--- config.mk ---
export PLATFORM = sky130hd
export DESIGN_NAME = uart_tx_feeder
export DESIGN_NICKNAME = d
export VERILOG_FILES = /design/src/rtl/uart_tx_feeder.sv
export SDC_FILE = /design/constraint.sdc
export NUM_CORES = 1
export LEC_CHECK = 0
export BUFFER_PORTS_ARGS = -buffer_cell sky130_fd_sc_hd__buf_2
export CORE_UTILIZATION = 50
export CTS_BUF_LIST = sky130_fd_sc_hd__clkbuf_16
export CTS_CLUSTER_DIAMETER = 60
export DETAILED_ROUTE_END_ITERATION = 6
export HOLD_SLACK_MARGIN = 0.1
export PLACE_DENSITY = 0.81
export SYNTH_ARGS = -nofsm -noshare
export SYNTH_HDL_FRONTEND = slang
export SYNTH_SLANG_ARGS = --single-unit
--- constraint.sdc ---
create_clock -name bclk -period 2.7 [get_ports bclk]
set_input_delay 0.27 -clock bclk [delete_from_list [all_inputs] [get_ports bclk]]
set_output_delay 0.27 -clock bclk [all_outputs]
set_load 0.05 [all_outputs]
--- src/rtl/uart_tx_feeder.sv ---
// uart_tx_feeder: FIFO-buffered character feeder that hands one character at a time to a UART transmitter
module uart_tx_feeder #(
  parameter int DATA_BITS = 8,
  parameter int DEPTH     = 8
) (
  input  logic                       bclk,
  input  logic                       rst_n,
  input  logic                       wr_en,
  input  logic [DATA_BITS-1:0]       wr_data,
  input  logic                       clr_ovf,
  input  logic                       txd_done,
  output logic                       txd_startH,
  output logic [DATA_BITS-1:0]       tx_data,
  output logic                       full,
  output logic                       empty,
  output logic [$clog2(DEPTH):0]     count,
  output logic                       busy,
  output logic                       overflow
);
  localparam int AW = $clog2(DEPTH);
  typedef enum logic [1:0] {IDLE, LOAD, SEND} state_t;
  state_t state, state_nxt;
  logic [AW:0] rd_ptr, wr_ptr;
  logic [DATA_BITS-1:0] mem [DEPTH];
  logic push, pop;
  assign empty = rd_ptr == wr_ptr;
  assign full  = rd_ptr[AW-1:0] == wr_ptr[AW-1:0] && rd_ptr[AW] != wr_ptr[AW];
  assign count = wr_ptr - rd_ptr;
  assign push  = wr_en && !full;
  assign pop   = state == IDLE && !empty;
  // storage array needs no reset; only the pointers define valid entries
  always_ff @(posedge bclk)
    if (push) mem[wr_ptr[AW-1:0]] <= wr_data;
  // pointers, overflow flag and the held transmit character
  always_ff @(posedge bclk or negedge rst_n)
    if (!rst_n) begin
      rd_ptr   <= '0;
      wr_ptr   <= '0;
      overflow <= 1'b0;
      tx_data  <= '0;
    end else begin
      if (push) wr_ptr <= wr_ptr + 1'b1;
      if (pop) begin
        rd_ptr  <= rd_ptr + 1'b1;
        tx_data <= mem[rd_ptr[AW-1:0]];
      end
      overflow <= (wr_en && full) ? 1'b1 : clr_ovf ? 1'b0 : overflow;
    end
  // state register
  always_ff @(posedge bclk or negedge rst_n)
    if (!rst_n) state <= IDLE;
    else        state <= state_nxt;
  // next state: txd_done only matters once the frame is in SEND
  always_comb
    state_nxt = state == IDLE ? (empty ? IDLE : LOAD) :
                state == LOAD ? SEND :
                txd_done      ? IDLE : SEND;
  // outputs decoded from state
  always_comb begin
    txd_startH = state == LOAD;
    busy       = state != IDLE;
  end
endmodule

==> run_results.csv <==
group,metric,value,unit
setup_path,cp.depth,6,
clocking,clock_latency,0.33,ns
timing,setup_ws,0.507,ns
synthesis,synth_area_per_cell,17.2,um2
die,dieArea,7060,um2
routing,drc,2,
clocking,cts_sinks,83,
timing,slew_violations,0,
setup_path,critPathKind,"flop to primary output",
clocking,postCtsResizedCells,0,
die,core_area,6420,um2
timing,rsz0062_at_grt,"no",
synthesis,seq_area_frac_synth,71.3,%
routing,wl,6.03,mm
run_status,status,"finished, violations left",
finish,finish.net_count,259,
global_route,grt_usage,19.1,%
global_route,antenna_found_initial,0,
synthesis,netlist_instances,195,
setup_path,crit_arrival,1.92,ns
routing,postRouteAntennaNets,0,
placement,place_ws,0.683,ns
clocking,cts_root_buf,"clkbuf_16",
timing,slew_headroom,66.0,%
setup_path,path_buf_inv,2,
global_route,overflow,0,
global_route,grt_pass1_vias,1765,
setup_path,end_kind,"primary output",
synthesis,synth.distinct_cells,30,
routing,drt_first_pass_iters,6,
synthesis,synth.yosys.warnings,0,
routing,drt-initial-drc-count,122,
clocking,cts_tree,"built",
synthesis,synth_edf_count,64,
synthesis,synth_common_cells,"edfxtp_1 (64), nand2_1 (24), dfrtp_1 (19), nor2_1 (16), mux4_2 (9)",
clocking,clk_pin_slew,0.06,ns
die,die_h,84,um
clocking,clk_path_buf_depth,2,
global_route,grt_pass1_wl,9.54,mm
timing,finalSetupTns,0,ns
synthesis,synth.net_count,214,
job,cap_violations,0,
finish,drive_gt1_share,28.6,%
synthesis,synthFlopType,"edfxtp_1",
run_status,violations,"design-rule violations",
setup_path,path_max_fanout,10,
synthesis,synth.area.top_cells,"edfxtp_1 (57%), dfrtp_1 (14%), mux4_2 (6.0%)",
routing,route.vias.total,1765,
placement,dp.cells,304,
clocking,cts_buffers,9,
placement,dpl.hpwl,3.98,mm
placement,gp_congestion,0.758,
finish,n_fill_cell,470,
finish,diodes,0,
synthesis,syn_area,3360,um2
timing,fin_skew,0.00755,ns
synthesis,synth-seq-cells,83,
setup_path,cpPeakStageDelay,0.38,ns
clocking,cts_setup_buffers,0,
die,die_w,84,um
hold_path,hold_depth,2,
synthesis,synthArstFlopShare,22.9,%
placement,dpl-instance-area,3610,um2
clocking,holdBufCountCts,2,
finish,layout.cells.non_filler,322,
placement,portBuffers,29,
setup_path,start_kind,"flop",
timing,fmax,0.456,GHz
die,start_util,52.3,%
timing,final.period_utilization,81.2,%
timing,finalHoldViolCount,0,
timing,setup_viol,0,
setup_path,crit_chain,"inv_2 > ha_1 > a21o_1 > a21oi_1 > xnor2_1 > buf_2",
timing,tightest_slew,0.509,ns
finish,final_area,3920,um2
synthesis,synth.most_common_cell,"edfxtp_1",
setup_path,cp.required,2.43,ns
routing,vias_per_cell,5.48,
die,pin_count,30,
global_route,grt_max_degree,23,
setup_path,path_delay_family,"buffers and inverters",
setup_path,reg2reg_depth,6,
finish,syn2layout_area_growth,16.5,%
routing,wire_per_inst,18.7,um
synthesis,yosysTopAreaCellShare,57.2,%
synthesis,yosys.area.top_type,"edfxtp_1",
hold_path,holdCritPathClass,"input port to flop",
timing,post-route-min-period,2.19,ns
die,num_rows,29,
clocking,htreeDepth,3,
setup_path,slowest_stage,"dfrtp_1",
-- path summary, 6_finish.rpt --
kind	startpoint	endpoint	slack, ns
worst max-delay path	rd_ptr[1]	count[3]	0.51
worst min-delay path	clr_ovf	overflow	0.11
worst max register to register	wr_ptr[2]	mem[0][6]	0.64
worst min register to register	state[1]	state[1]	0.47
max in group asynchronous	rst_n	tx_data[5]	2.00
min in group asynchronous	rst_n	rd_ptr[3]	0.40
-- stage by stage --
| step | hold WS (ns) | utilization [%] |
|---|---|---|
| floorplan | -0.0256 | - |
| global placement | 0.229 | 56.3 |
| detailed placement | 0.228 | 56.3 |
| CTS | 0.105 | 61.0 |
| global route | 0.109 | 61.0 |
| finish | 0.107 | 61.0 |
-- flip-flops by register name, summed over array words and instances, names as in the netlist --
name / flops
rd_ptr: 4
tx_data: 8
mem: 64
overflow: 1
wr_ptr: 4
state: 2
-- metal layers --
metal  up-vias  part of all wire [%]  GRT usage, %
li1        829                     -             -
met1       876                    47          26.3
met2        51                    46          29.7
met3         9                   5.5          5.93
met4         0                   1.2          4.86
met5         -                     0             0
-- cell usage in the layout (no fill, tap or decap), drive strengths merged, types with 3 or more instances in the layout --
| cell type | netlist | layout |
|---|---|---|
| a31oi | 8 | 8 |
| buf | 7 | 39 |
| clkbuf | 0 | 9 |
| clkinv | 0 | 3 |
| dfrtp | 19 | 19 |
| edfxtp | 64 | 64 |
| ha | 5 | 5 |
| inv | 9 | 12 |
| mux4 | 16 | 16 |
| nand2 | 24 | 24 |
| nor2 | 17 | 17 |
| o21ai | 3 | 3 |
| xnor2 | 7 | 7 |
| xor2 | 3 | 3 |
-- final cells by class --
cell class              count  area (um2)  area share (%)
clock buffers               9         225            5.75
clock inverters             7        58.8            1.50
inverters                   9        33.8           0.862
multi-input cells          96         866            22.1
flip-flops and latches     83        2400            61.2
well taps                  77        96.3            2.46
repair buffers             41         240            6.13
-- cell families (layout without fill, tap and decap cells) --
| family | count (synthesis) | count (layout) | share of synthesized area [%] |
|---|---|---|---|
| flops | 83 | 83 | 71.3 |
| xor+xnor | 10 | 10 | 2.83 |
| mux | 16 | 16 | 11.5 |
| buf+inv | 16 | 66 | 2.94 |
| compound gates | 17 | 17 | 3.31 |
| fa+ha+maj | 6 | 6 | 2.46 |
| simple gates | 47 | 47 | 5.66 |
Power is left out: the tool's default activity adds up to more than one toggle a clock period on the data nets, which glitch-free logic cannot reach.
